## src/rtl/wb_pkg.sv

```systemverilog
// rtl/wb_pkg.sv - shared widths and FSM state type for the Wishbone master core
package wb_pkg;

  localparam int ADDR_WIDTH = 16;
  localparam int DATA_WIDTH = 32;
  localparam int GRANULE    = 8;
  localparam int SEL_WIDTH  = DATA_WIDTH / GRANULE;

  typedef enum logic [1:0] {
    IDLE = 2'd0,
    REQ  = 2'd1,
    WAIT = 2'd2,
    RESP = 2'd3
  } state_t;

endpackage

```

## src/rtl/wb_timeout_ctr.sv

```systemverilog
// rtl/wb_timeout_ctr.sv - cycle counter that flags when a bus cycle has run TIMEOUT cycles
module wb_timeout_ctr #(
  parameter int TIMEOUT = 64
) (
  input  logic clk_i,
  input  logic rst_i,
  input  logic clear_i,
  input  logic enable_i,
  output logic expired_o
);

  localparam int CW = (TIMEOUT > 1) ? $clog2(TIMEOUT) : 1;

  logic [CW-1:0] r_count;

  // Count cycles of an active bus cycle; clear has priority so each cycle starts at zero.
  always_ff @(posedge clk_i or posedge rst_i) begin
    if (rst_i) begin
      r_count <= '0;
    end else if (clear_i) begin
      r_count <= '0;
    end else if (enable_i) begin
      r_count <= r_count + 1'b1;
    end
  end

  // Expired in the last allowed cycle, so the FSM leaves on the following edge.
  assign expired_o = (r_count == CW'(TIMEOUT - 1));

endmodule

```

## src/rtl/wb_master_core.sv

```systemverilog
// rtl/wb_master_core.sv - single-transfer Wishbone B4 pipelined master with command/response handshakes
module wb_master_core #(
  parameter  int ADDR_WIDTH = wb_pkg::ADDR_WIDTH,
  parameter  int DATA_WIDTH = wb_pkg::DATA_WIDTH,
  parameter  int GRANULE    = wb_pkg::GRANULE,
  parameter  int TIMEOUT    = 64,
  localparam int SEL_WIDTH  = DATA_WIDTH / GRANULE
) (
  input  logic                  clk_i,
  input  logic                  rst_i,
  input  logic                  cmd_valid_i,
  output logic                  cmd_ready_o,
  input  logic                  cmd_we_i,
  input  logic [ADDR_WIDTH-1:0] cmd_adr_i,
  input  logic [DATA_WIDTH-1:0] cmd_dat_i,
  input  logic [SEL_WIDTH-1:0]  cmd_sel_i,
  output logic                  rsp_valid_o,
  input  logic                  rsp_ready_i,
  output logic [DATA_WIDTH-1:0] rsp_dat_o,
  output logic                  rsp_err_o,
  output logic                  rsp_timeout_o,
  output logic                  cyc_o,
  output logic                  stb_o,
  output logic                  we_o,
  output logic [ADDR_WIDTH-1:0] adr_o,
  output logic [DATA_WIDTH-1:0] dat_o,
  output logic [SEL_WIDTH-1:0]  sel_o,
  input  logic [DATA_WIDTH-1:0] dat_i,
  input  logic                  ack_i,
  input  logic                  err_i,
  input  logic                  stall_i
);

  import wb_pkg::*;

  state_t                r_state;
  state_t                w_next;
  logic                  w_active;
  logic                  w_expired;
  logic                  w_rsp_load;
  logic                  w_rsp_err;
  logic                  w_rsp_tmo;
  logic [DATA_WIDTH-1:0] w_rsp_dat;

  logic                  r_cyc;
  logic                  r_stb;
  logic                  r_we;
  logic [ADDR_WIDTH-1:0] r_adr;
  logic [DATA_WIDTH-1:0] r_dat;
  logic [SEL_WIDTH-1:0]  r_sel;
  logic                  r_rsp_valid;
  logic                  r_rsp_err;
  logic                  r_rsp_tmo;
  logic [DATA_WIDTH-1:0] r_rsp_dat;

  assign w_active = (r_state == REQ) || (r_state == WAIT);

  wb_timeout_ctr #(
    .TIMEOUT (TIMEOUT)
  ) u_timeout_ctr (
    .clk_i     (clk_i),
    .rst_i     (rst_i),
    .clear_i   (!w_active),
    .enable_i  (w_active),
    .expired_o (w_expired)
  );

  // State register; reset discards any transfer in flight.
  always_ff @(posedge clk_i or posedge rst_i) begin
    if (rst_i) begin
      r_state <= IDLE;
    end else begin
      r_state <= w_next;
    end
  end

  // Next state and response capture; a slave response beats the timeout in the same cycle.
  always_comb begin
    w_next     = r_state;
    w_rsp_load = 1'b0;
    w_rsp_err  = 1'b0;
    w_rsp_tmo  = 1'b0;
    w_rsp_dat  = '0;
    case (r_state)
      IDLE: begin
        if (cmd_valid_i) w_next = REQ;
      end
      REQ, WAIT: begin
        if ((r_state == WAIT || !stall_i) && (ack_i || err_i)) begin
          w_next     = RESP;
          w_rsp_load = 1'b1;
          w_rsp_err  = err_i;
          w_rsp_dat  = (!r_we && !err_i) ? dat_i : '0;
        end else if (w_expired) begin
          w_next     = RESP;
          w_rsp_load = 1'b1;
          w_rsp_err  = 1'b1;
          w_rsp_tmo  = 1'b1;
        end else if (r_state == REQ && !stall_i) begin
          w_next = WAIT;
        end
      end
      RESP: begin
        if (rsp_ready_i) w_next = IDLE;
      end
      default: w_next = IDLE;
    endcase
  end

  // Registered bus and response outputs; bus fields hold the accepted command until the next one.
  always_ff @(posedge clk_i or posedge rst_i) begin
    if (rst_i) begin
      r_cyc       <= 1'b0;
      r_stb       <= 1'b0;
      r_we        <= 1'b0;
      r_adr       <= '0;
      r_dat       <= '0;
      r_sel       <= '0;
      r_rsp_valid <= 1'b0;
      r_rsp_err   <= 1'b0;
      r_rsp_tmo   <= 1'b0;
      r_rsp_dat   <= '0;
    end else begin
      r_cyc <= (w_next == REQ) || (w_next == WAIT);
      r_stb <= (w_next == REQ);
      if (r_state == IDLE && cmd_valid_i) begin
        r_we  <= cmd_we_i;
        r_adr <= cmd_adr_i;
        r_dat <= cmd_dat_i;
        r_sel <= cmd_sel_i;
      end
      if (w_rsp_load) begin
        r_rsp_valid <= 1'b1;
        r_rsp_err   <= w_rsp_err;
        r_rsp_tmo   <= w_rsp_tmo;
        r_rsp_dat   <= w_rsp_dat;
      end else if (r_state == RESP && rsp_ready_i) begin
        r_rsp_valid <= 1'b0;
        r_rsp_err   <= 1'b0;
        r_rsp_tmo   <= 1'b0;
        r_rsp_dat   <= '0;
      end
    end
  end

  assign cmd_ready_o   = (r_state == IDLE);
  assign cyc_o         = r_cyc;
  assign stb_o         = r_stb;
  assign we_o          = r_we;
  assign adr_o         = r_adr;
  assign dat_o         = r_dat;
  assign sel_o         = r_sel;
  assign rsp_valid_o   = r_rsp_valid;
  assign rsp_err_o     = r_rsp_err;
  assign rsp_timeout_o = r_rsp_tmo;
  assign rsp_dat_o     = r_rsp_dat;

endmodule

```

## config.mk

```make
export PLATFORM = sky130hd
export DESIGN_NAME = wb_master_core
export DESIGN_NICKNAME = d
export VERILOG_FILES = /design/src/rtl/wb_pkg.sv /design/src/rtl/wb_timeout_ctr.sv /design/src/rtl/wb_master_core.sv
export SDC_FILE = /design/constraint.sdc
export NUM_CORES = 1
export LEC_CHECK = 0
export BUFFER_PORTS_ARGS = -buffer_cell sky130_fd_sc_hd__buf_2
export CORE_MARGIN = 8
export CORE_UTILIZATION = 46
export DETAILED_ROUTE_END_ITERATION = 10
export PLACE_DENSITY = 0.8
export SLEW_MARGIN = 20
export SYNTH_ARGS = -nofsm -noshare
export SYNTH_HDL_FRONTEND = slang
export SYNTH_SLANG_ARGS = --single-unit
```

## constraint.sdc

```tcl
create_clock -name clk_i -period 3.7 [get_ports clk_i]
set_input_delay 0.185 -clock clk_i [delete_from_list [all_inputs] [get_ports clk_i]]
set_output_delay 0.185 -clock clk_i [all_outputs]
set_load 0.005 [all_outputs]
```

-- Yosys cells after proc, flatten, opt, wreduce, memory -nomap -nowiden
Cells that the tools add are included.
W data, S select, Z words.
- register bits: 98
- latch bits: 0
- RAM bits: 0
- memory bits (read-only): 0
- input port bits: 92
- output and inout bits: 91
- word-level logic and storage cells: 57
- memories: 0
- add/subtract/negate cells: 1
- $mul: 0
- divide/modulo/power cells: 0
- order comparisons: 0
- eq/ne operators: 6
- shift operators: 0
- mux-type cells: 23
- bitwise gates (word level): 0
- reductions and logical operators: 15
- operators by type and width (operator ; count):
    $mux W32 ; 5
    $mux W1 ; 11
    $mux W2 ; 5
    $add A6 B1 Y6 const B ; 1
    $eq A2 B2 Y1 const B ; 3
    $eq A6 B6 Y1 const B ; 1
    $mux W6 ; 1
    $pmux W2 S3 ; 1
    $logic_and A1 B1 Y1 ; 5
    $eq A2 B1 Y1 const B ; 2
    $logic_or A1 B1 Y1 ; 4
    $logic_not A1 Y1 ; 3
    $logic_not A2 Y1 ; 1
    $reduce_bool A2 Y1 ; 1
    $reduce_or A2 Y1 ; 1

-- Longest topological paths before layout
Gate-level depths: netlist of run 1.
- depth in word-level cells: 8
- gate-level depth with buffers: 8
- gate-level depth less buffers: 8

-- Hierarchy
From an unflattened synthesis of run 1, not the netlist that was laid out.
- cells, all modules: 255
- area, all modules: 3799.9 sq um
- modules (own cells, without submodules) (module ; instances ; cells an instance ; area an instance (sq um) ; seq. area each (sq um)):
    wb_master_core ; 1 ; 228 ; 3518.4 ; 2302.2
    wb_timeout_ctr ; 1 ; 27 ; 281.5 ; 150.1

-- Worst setup path after synthesis of run 1
Ideal clock, no wire load.
- path type: flip-flop to flip-flop
- from: register r_state[0]
- to: register r_rsp_dat[0] (netlist: rsp_dat_o[0])
- library setup time: 0.121 ns
- data arrival time: 1.839 ns
- required time: 3.579 ns
- setup slack: 1.740 ns
- cell stages (with the launch flop): 9
- path buffers: 2
- clock period less this slack: 1.960 ns
- cells stage by stage: dfrtp_1 > inv_1 > ha_1 > nand2_2 > or3_4 > and3_1 > buf_6 > buf_6 > a22o_1
- cells in the longest elaborated chain, start to end: 6
- elaborated cells between the ends (all ways): 13
- classes of those cells: eq/ne: 3; mux: 5; reduce/logical: 5
- RTL lines (element ; RTL line ; text):
    start: declaration ; wb_master_core.sv:36 ; state_t r_state;
    start signal: assignment ; wb_master_core.sv:73 ; r_state <= w_next;
    $eq A2 B2 Y1 ; wb_master_core.sv:84, wb_master_core.sv:89 ;
    $logic_or A1 B1 Y1 ; wb_master_core.sv:89 ; if ((r_state == WAIT || !stall_i) && (ack_i || err_i)) begin
    $logic_and A1 B1 Y1 ; wb_master_core.sv:89 ;
    $mux W32 / $mux W1 (equally long branches) ; wb_master_core.sv:89 ;
    $mux W32 / $mux W1 (equally long branches) ; wb_master_core.sv:84 ; case (r_state)
    $mux W32 / $reduce_bool A2 Y1 (equally long branches) ; -- ;
    end signal: assignment ; wb_master_core.sv:136 ; r_rsp_dat <= w_rsp_dat;
    end: declaration ; wb_master_core.sv:54 ; logic [DATA_WIDTH-1:0] r_rsp_dat;
Parallel ways exist; a longest one is shown, timed or not.
A chain may end at the register's enable or synchronous reset.

-- Worst setup path after layout of run 1
- from: register r_state[1]
- to: register r_rsp_dat[31] (netlist: rsp_dat_o[31])
Same word-level chain as after synthesis.

==> results of run 1 <==
==> power by group <==
part | total, µW | internal (µW) | switching [µW]
Combinational | 1530 | 818 | 710
Sequential | 1780 | 1540 | 241
Clock | 716 | 352 | 364
Total | 4030 | 2710 | 1310
==> state kept, by name, summed over array words and instances (netlist names) <==
register,flops
adr_o,16
cyc_o,1
dat_o,32
r_state,2
rsp_dat_o,32
rsp_err_o,1
rsp_timeout_o,1
rsp_valid_o,1
sel_o,4
stb_o,1
u_timeout_ctr.r_count,6
we_o,1
==> worst register-to-register path, cell delays in order (launching register included) <==
cell     delay (ns)
dfrtp_1        0.42
inv_1          0.10
ha_1           0.41
nand2_2        0.08
or3_4          0.40
and3_2         0.42
a22o_2         0.30
==> final timing paths <==
path / startpoint / to / slack, ns / cells past startpoint
max: r_state[1] / rsp_dat_o[31] / 1.48 / 6
min: rst_i / dat_o[18] / 0.003 / 2
max reg2reg: r_state[1] / rsp_dat_o[31] / 1.48 / 6
min reg2reg: u_timeout_ctr.r_count[0] / u_timeout_ctr.r_count[0] / 0.47 / 1
max in group asynchronous: rst_i / dat_o[19] / 2.77 / 3
min in group clk_i: dat_i[29] / rsp_dat_o[29] / 0.05 / 2
==> per-stage QoR <==
stage	instance area, µm²	hold slack, ns	std cells	worst slack (ns)
floorplan	3769	0.3247	251	0.9529
detailed placement	4766	0.4119	528	1.249
global route	4981	0.03417	544	1.278
CTS	4980	0.03368	544	1.254
finish	4981	0.002828	544	1.479
global placement	4761	0.4083	528	1.374
==> layout make-up <==
class                   count  area (µm²)
clock buffers              11       151.4
clock inverters             5       62.56
fillers                   671        3112
inverters                   6       25.02
multi-input cells         135        1232
flip-flops and latches     98        2452
well taps                 105       131.4
repair buffers            184       925.9
==> cells by family after synthesis <==
family | Yosys count | synth area share (%)
and+or+nand+nor | 26 | 3.719
adders and majority gates | 6 | 1.992
muxes | 53 | 15.84
AOI/OAI and AO/OA | 47 | 9.993
buffers and inverters | 18 | 2.689
xor gates and xnor gates | 3 | 0.6973
DFF | 98 | 65.07
==> cells in the mapped netlist, types with 2 or more instances <==
cell type / instances
a21oi_1: 5
a22o_1: 30
a22o_2: 2
buf_2: 3
buf_6: 4
clkbuf_1: 5
dfrtp_1: 98
ha_1: 6
inv_1: 6
mux2_2: 53
nand2_1: 7
nand3_1: 3
nor2_1: 6
nor2b_1: 2
o21ai_0: 5
xor2_1: 2
==> per-layer routing <==
layer	share of wire [%]	vias up	global-route usage, %
li1	-	1271	-
met1	41	1329	19.39
met2	47	128	25.78
met3	10	10	6.110
met4	1.2	0	6.030
met5	0	-	0
==> flow_summary.yaml, run 1 <==
critical_path:
  critical_path.top_delay_family: "simple AND/OR/NAND/NOR gates"
  slowest_delay_ns: 0.42
  crit_type: "flip-flop to flip-flop"
  crit_path_top_delay_cell: "dfrtp_1"
  required_ns: 3.93
  cp_max_fo: 32
  crit_path_end_kind: "flip-flop"
  crit_buf_inv: 1
  crit_chain: "inv_1 > ha_1 > nand2_2 > or3_4 > and3_2 > a22o_2"
  cp.arrival_ns: 2.45
  start_kind: "flip-flop"
outcome:
  status: "completed"
sta:
  grt_setup_unrepaired: "no"
  period_needed_ns: 2.221
  tns_ns: 0
  maxSlewHeadroom_pct: 42.08
  clock_skew_ns: 0.01707
  worstMarginPinSlew_ns: 0.8688
  clock.fmax_ghz: 0.4502
  finalCritPeriodShare_pct: 60.04
  finalHoldViolCount: 0
  finalSetupViolations: 0
  drv_slew: 0
grt:
  grt_max_degree: 73
  grt_overflow: 0
  grt_pass1_vias: 2940
  grt_antenna_before_repair: 0
  grt_first_pass_wirelength_mm: 14.76
  grt_usage_pct: 16.12
drt:
  post_drt_wl_per_cell_um: 16.94
  via_per_inst: 5.033
  drtPass1Iterations: 4
  wl_mm: 9.215
  drt_iter0_markers: 127
  via_count: 2738
  drt.antenna.violating_nets: 0
  drc: 0
power:
  powerDensity_nw_per_um2: 808.2
  leakagePower_uw: 0.002626
  peakVddDrop_mv: 0.3350
  power_uw: 4026
synthesis:
  synthFlopType: "dfrtp_1"
  synth_area_per_cell_um2: 15.01
  netlist_instances: 251
  synth_top_area_cell: "dfrtp_1"
  netlist.area_leader.share_pct: 65.07
  syn-cell-area_um2: 3769
  synth.yosys.warnings: 0
  yosys.cell_types.count: 30
  ys_seq_area_share_pct: 65.07
  synth-edff-count: 0
  synth_nets: 349
  async_flop_share_pct: 100.0
  synth_top_cells_by_area: "dfrtp_1, mux2_2, a22o_1, ha_1, buf_6"
  synth-seq-cells: 98
floorplanning:
  io_pins: 183
  die_w_um: 106.5
  std_cell_rows: 33
  die_y_um: 106.5
  initial_core_util_pct: 46.57
  core_area_um2: 8093
  dieArea_um2: 11350
run:
  maxCapViolations: 0
finish:
  layout_commonest_cell: "buf_2"
  final_core_util_pct: 61.55
  antennaDiodeCount: 0
  area_growth_pct: 32.17
  final_cell_mix: "buf_2, dfrtp_1, mux2_2, a22o_1, clkbuf_8"
  layout-drive-gt1-share_pct: 59.91
  fin_nets: 532
clock_tree:
  clock_latency_ns: 0.35
  ctsResizeCount: 0
  cts.htree.levels: 3
  cts_hold_buffers: 0
  cts_tree: "yes"
  cts_buffer_depth: 2
  post_cts_buffers: 0
  cts-buffers-inserted: 9
  path_clk_slew_ns: 0.10
  cts_sinks: 98
  cts-root-buf: "clkbuf_8"
min_path:
  hold_class: "input pin to async pin"
placed_design:
  numPortBuffers: 182
  hpwlAfterDp_mm: 6.873
  globalplace.congestion: 0.8259
(Power assumes the default switching activity.)
==> run 2, diff against run 1 <==
==> constraint.sdc (replaced) <==
create_clock -name clk_i -period 2.29 [get_ports clk_i]
set_input_delay 0.1145 -clock clk_i [delete_from_list [all_inputs] [get_ports clk_i]]
set_output_delay 0.1145 -clock clk_i [all_outputs]
set_load 0.005 [all_outputs]
==> run 2 against run 1 <==
  * Die area unchanged
  * Worst hold slack better by 0.017 ns
  * Core utilization rose by 9.3 points
  * Maximum frequency increased by 3.9%
  * Cell count grew 14%
  * Clock skew is 0.0045 ns higher
  * Critical endpoint unchanged
  * Global-route usage rose by 2.8 points
  * Critical path depth up 1
  * Highest routed layer unchanged
  * Sequential share of layout area fell by 6.5 points
  * Non-clock buffer count up 74
==> flow_summary.yaml, run 2 (synthesis results as in run 1) <==
outcome:
  status: "completed"
critical_path:
  crit_type: "flip-flop to flip-flop"
  crit_chain: "inv_1 > ha_2 > nand2_2 > or3_4 > and3_1 > buf_4 > a22o_2"
  critical_path.top_delay_family: "simple AND/OR/NAND/NOR gates"
  crit_path_end_kind: "flip-flop"
  cp_max_fo: 32
  required_ns: 2.51
  crit_path_top_delay_cell: "dfrtp_1"
  cp.arrival_ns: 2.36
  crit_buf_inv: 2
  slowest_delay_ns: 0.42
  start_kind: "flip-flop"
placed_design:
  placed_cell_area_um2: 4832
  hpwlAfterDp_mm: 7.323
  placed_cells: 534
  place_ws_ns: 0.1438
  numPortBuffers: 182
  globalplace.congestion: 0.8227
sta:
  clock.fmax_ghz: 0.4675
  finalHoldViolCount: 0
  worstMarginPinSlew_ns: 0.5557
  period_needed_ns: 2.139
  grt_setup_unrepaired: "no"
  clock_skew_ns: 0.02153
  drv_slew: 0
  finalCritPeriodShare_pct: 93.40
  tns_ns: 0
  maxSlewHeadroom_pct: 62.96
  finalSetupViolations: 0
  timing.final.ws_setup_ns: 0.1511
clock_tree:
  cts_buffer_depth: 2
  cts.htree.levels: 3
  cts-buffers-inserted: 9
  cts_sinks: 98
  clock_latency_ns: 0.34
  cts_tree: "yes"
  cts-root-buf: "clkbuf_8"
  path_clk_slew_ns: 0.08
drt:
  drt.antenna.violating_nets: 0
  drtPass1Iterations: 4
  wl_mm: 10.98
  drc: 0
  via_per_inst: 5.003
  post_drt_wl_per_cell_um: 17.76
  drt_iter0_markers: 89
  via_count: 3092
finish:
  layout-drive-gt1-share_pct: 52.15
  layout_commonest_cell: "buf_2"
  design_area_um2: 5737
  final_cell_mix: "buf_2, dfrtp_1, dlygate4sd3_1, mux2_2, a22o_1"
  area_growth_pct: 52.22
  fin_cells: 618
  fin_nets: 606
grt:
  grt_first_pass_wirelength_mm: 17.29
  grt_pass1_vias: 3463
  grt_usage_pct: 18.92
  grt_antenna_before_repair: 0
  grt_max_degree: 53
  grt_overflow: 0
power:
  leakagePower_uw: 0.002939
  peakVddDrop_mv: 0.5914
  powerDensity_nw_per_um2: 1182
floorplanning:
  die_y_um: 106.5
  die_w_um: 106.5
  std_cell_rows: 33
  initial_core_util_pct: 46.57
  io_pins: 183
  core_area_um2: 8093
  dieArea_um2: 11350
min_path:
  hold_class: "input pin to flip-flop"
run:
  maxCapViolations: 0
[run 2: repair_timing]
action / in CTS / in global routing
endpoints found under the hold margin: 121 / 8
buffers inserted: 0 / 0
gates resized for setup: 0 / 2
setup endpoints to repair: 0 / 2
hold buffers: 60 / 8
[run 2: path summary, 6_finish.rpt]
path / end / cells past startpoint / slack [ns] / startpoint
hold reg to reg: u_timeout_ctr.r_count[0] / 1 / 0.45 / u_timeout_ctr.r_count[0]
setup / recovery: rsp_dat_o[31] / 7 / 0.15 / r_state[1]
min in group asynchronous: adr_o[13] / 3 / 0.20 / rst_i
max in group asynchronous: dat_o[21] / 4 / 1.34 / rst_i
setup reg to reg: rsp_dat_o[31] / 7 / 0.15 / r_state[1]
hold / removal: rsp_dat_o[28] / 2 / 0.02 / dat_i[28]
[run 2: report_power, final]
group,leakage [µW],total (µW),switching (µW),internal (µW)
Clock,0.000106,1190,552,643
Combinational,0.00160,2670,1220,1460
Sequential,0.00123,2910,422,2490
[run 2: cell type report]
class	instances	area (µm²)
Antenna cell	1	2.502
Clock buffer	11	141.4
Clock inverter	4	76.32
Fill cell	574	2356
Inverter	6	26.28
Multi-Input combinational cell	135	1230
Sequential cell	98	2452
Tap cell	105	131.4
Timing Repair Buffer	258	1677
[run 2: metal layers]
layer | vias up | wire length [µm] | global-route usage, %
li1 | 1417 | - | -
met1 | 1522 | 4236 | 21.56
met2 | 138 | 5558 | 31.90
met3 | 15 | 1013 | 6.776
met4 | 0 | 170 | 7.236
met5 | - | 0 | 0
[run 2: worst reg2reg max path, delay by kind of cell (launching register included)]
kind	cells	cell delay (ns)
and+or+nand+nor	3	0.64
adders and majority gates	1	0.40
DFF	1	0.42
buffers and inverters	2	0.33
AOI/OAI and AO/OA	1	0.24
[run 2: through the flow]
stage          hold WS (ns)  power [µW]  util [%]
2_1_floorplan        0.2542        4341         -
3_3_place_gp     -0.0007648        5367     59.71
3_5_place_dp       0.002352        5492     59.71
4_1_cts           0.0002344        6783     69.82
5_1_grt            0.001253        7258     70.86
6_report            0.02012        6781     70.89
==> run 3, diff against run 2 <==
--- a/config.mk
+++ b/config.mk
@@ -9,7 +9,8 @@
 export CORE_MARGIN = 8
 export CORE_UTILIZATION = 46
 export DETAILED_ROUTE_END_ITERATION = 10
-export PLACE_DENSITY = 0.8
+export HOLD_SLACK_MARGIN = 0.15
+export PLACE_DENSITY = 0.87
 export SLEW_MARGIN = 20
 export SYNTH_ARGS = -nofsm -noshare
 export SYNTH_HDL_FRONTEND = slang
==> run 3 against run 2 <==
  * Sequential cell count unchanged
  * Global-route usage up 1.2 points
  * Setup slack worse by 0.021 ns
  * Maximum frequency down 0.96%
  * Clock power down 7%
  * Core utilization up 2.4 points
  * Total power down 0.90%
  * Register-to-register slack worse by 0.02 ns
  * Design area up 3.3%
  * Worst hold slack better by 0.23 ns
  * Routed wire length up 1.8%
  * Count of clock-buffer cells in the layout unchanged
  * Critical path type unchanged
  * Largest cell class unchanged
  * Largest power group unchanged
==> flow_summary.yaml, run 3 (synthesis results as in run 1) <==
outcome:
  status: "completed"
sta:
  whs_ns: 0.2550
  finalHoldViolCount: 0
  finalCritPeriodShare_pct: 94.30
  period_needed_ns: 2.160
  clock.fmax_ghz: 0.4631
  worstMarginPinSlew_ns: 0.7273
  timing.final.ws_setup_ns: 0.1304
  drv_slew: 0
  clock_skew_ns: 0.01269
  tns_ns: 0
  maxSlewHeadroom_pct: 51.41
  grt_setup_unrepaired: "no"
  finalSetupViolations: 0
floorplanning:
  initial_core_util_pct: 46.57
  core_area_um2: 8093
  die_y_um: 106.5
  io_pins: 183
  dieArea_um2: 11350
  die_w_um: 106.5
  std_cell_rows: 33
critical_path:
  crit_path_top_delay_cell: "dfrtp_1"
  critical_path.top_delay_family: "simple AND/OR/NAND/NOR gates"
  crit_type: "flip-flop to flip-flop"
  cp_max_fo: 32
  cp.arrival_ns: 2.39
  crit_path_end_kind: "flip-flop"
  required_ns: 2.52
  slowest_delay_ns: 0.44
  start_kind: "flip-flop"
  crit_chain: "inv_1 > ha_2 > nand2_2 > or3_4 > and3_1 > buf_4 > a22o_2"
  crit_buf_inv: 2
drt:
  drt_iter0_markers: 121
  post_drt_wl_per_cell_um: 17.53
  drc: 0
  drtPass1Iterations: 4
  wl_mm: 11.18
  via_per_inst: 4.945
  via_count: 3155
  drt.antenna.violating_nets: 0
grt:
  grt_use_met1_pct: 21.11
  grt_overflow: 0
  use_met3_pct: 7.018
  grt_max_degree: 36
  busiest_layer: "met2"
  grt_usage_pct: 20.08
  grt_pass1_vias: 3576
  grt_antenna_before_repair: 0
  grt_first_pass_wirelength_mm: 18.17
  gr-usage-met2_pct: 36.86
finish:
  antennaDiodeCount: 0
  final_cell_mix: "buf_2, dfrtp_1, dlygate4sd3_1, mux2_2, a22o_1"
  fin_nets: 626
  area_growth_pct: 57.27
  n_fill_cell: 523
  layout_commonest_cell: "buf_2"
  layout-drive-gt1-share_pct: 50.09
clock_tree:
  cts-buffers-inserted: 9
  cts.htree.levels: 3
  cts-root-buf: "clkbuf_8"
  cts_buffer_depth: 2
  cts_tree: "yes"
  clock_latency_ns: 0.35
  post_cts_buffers: 0
  path_clk_slew_ns: 0.10
  cts_sinks: 98
placed_design:
  place_ws_ns: 0.1095
  hpwlAfterDp_mm: 7.198
  globalplace.congestion: 0.8493
  numPortBuffers: 182
min_path:
  hold_class: "input pin to flip-flop"
power:
  powerDensity_nw_per_um2: 1134
  power_uw: 6719
  leakagePower_uw: 0.003016
  peakVddDrop_mv: 0.5895
run:
  maxCapViolations: 0
[run 3: changes by cell type in the layout (fill, tap and decap cells not counted)]
cell           delta
inv_2             +1
bufinv_16         -1
dlygate4sd3_1    +22
inv_1             -1
clkinv_4          +2
diode_2           -1
buf_4             -2
[run 3: worst paths after layout]
| kind | startpoint | to | slack, ns | cells past startpoint |
|---|---|---|---|---|
| worst min register to register | u_timeout_ctr.r_count[0] | u_timeout_ctr.r_count[0] | 0.46 | 1 |
| max in group asynchronous | rst_i | adr_o[10] | 1.26 | 4 |
| worst max register to register | r_state[0] | rsp_dat_o[30] | 0.13 | 7 |
| worst min-delay path | ack_i | rsp_valid_o | 0.25 | 3 |
| min in group asynchronous | rst_i | sel_o[0] | 0.42 | 3 |
| worst max-delay path | r_state[0] | rsp_dat_o[30] | 0.13 | 7 |
[run 3: metal layers]
layer  vias up  wire length (µm)
li1       1464                 -
met1      1553              4157
met2       127              6046
met3        11               848
met4         0               128
met5         -                 0
[run 3: stage by stage]
step | util (%) | instance area (µm²) | std cells
after floorplan | - | 3772 | 251
after global placement | 59.52 | 4817 | 532
after detailed placement | 59.52 | 4817 | 532
after CTS | 73.19 | 5923 | 638
after global routing | 73.24 | 5927 | 638
final | 73.24 | 5927 | 638
[run 3: cell type report]
class	instances	area, µm²	share of cell area, %
Clock inverter	5	63.81	1.077
Sequential cell	98	2452	41.38
Tap cell	105	131.4	2.217
Clock buffer	11	141.4	2.385
Timing Repair Buffer	278	1882	31.75
Multi-Input combinational cell	135	1230	20.75
Inverter	6	26.28	0.4433
[run 3: worst reg2reg max path, stage by stage (launching register included)]
cell and delay (ns):
dfrtp_1 0.44, inv_1 0.10, ha_2 0.40, nand2_2 0.07
or3_4 0.40, and3_1 0.17, buf_4 0.23, a22o_2 0.25
[run 3: what timing repair did]
item                                    4_1_cts  5_1_grt
hold buffers                                 90        0
hold endpoints to repair                    120        0
endpoints found under the setup margin        0        4
gates resized for setup                       0        3
[run 3: power by group]
group | total, µW | leakage, µW | internal (µW) | switching, µW
logic | 2700 | 0.00168 | 1460 | 1240
clock network | 1110 | 0.0000997 | 541 | 570
registers | 2900 | 0.00123 | 2490 | 413
total | 6720 | 0.00302 | 4500 | 2220
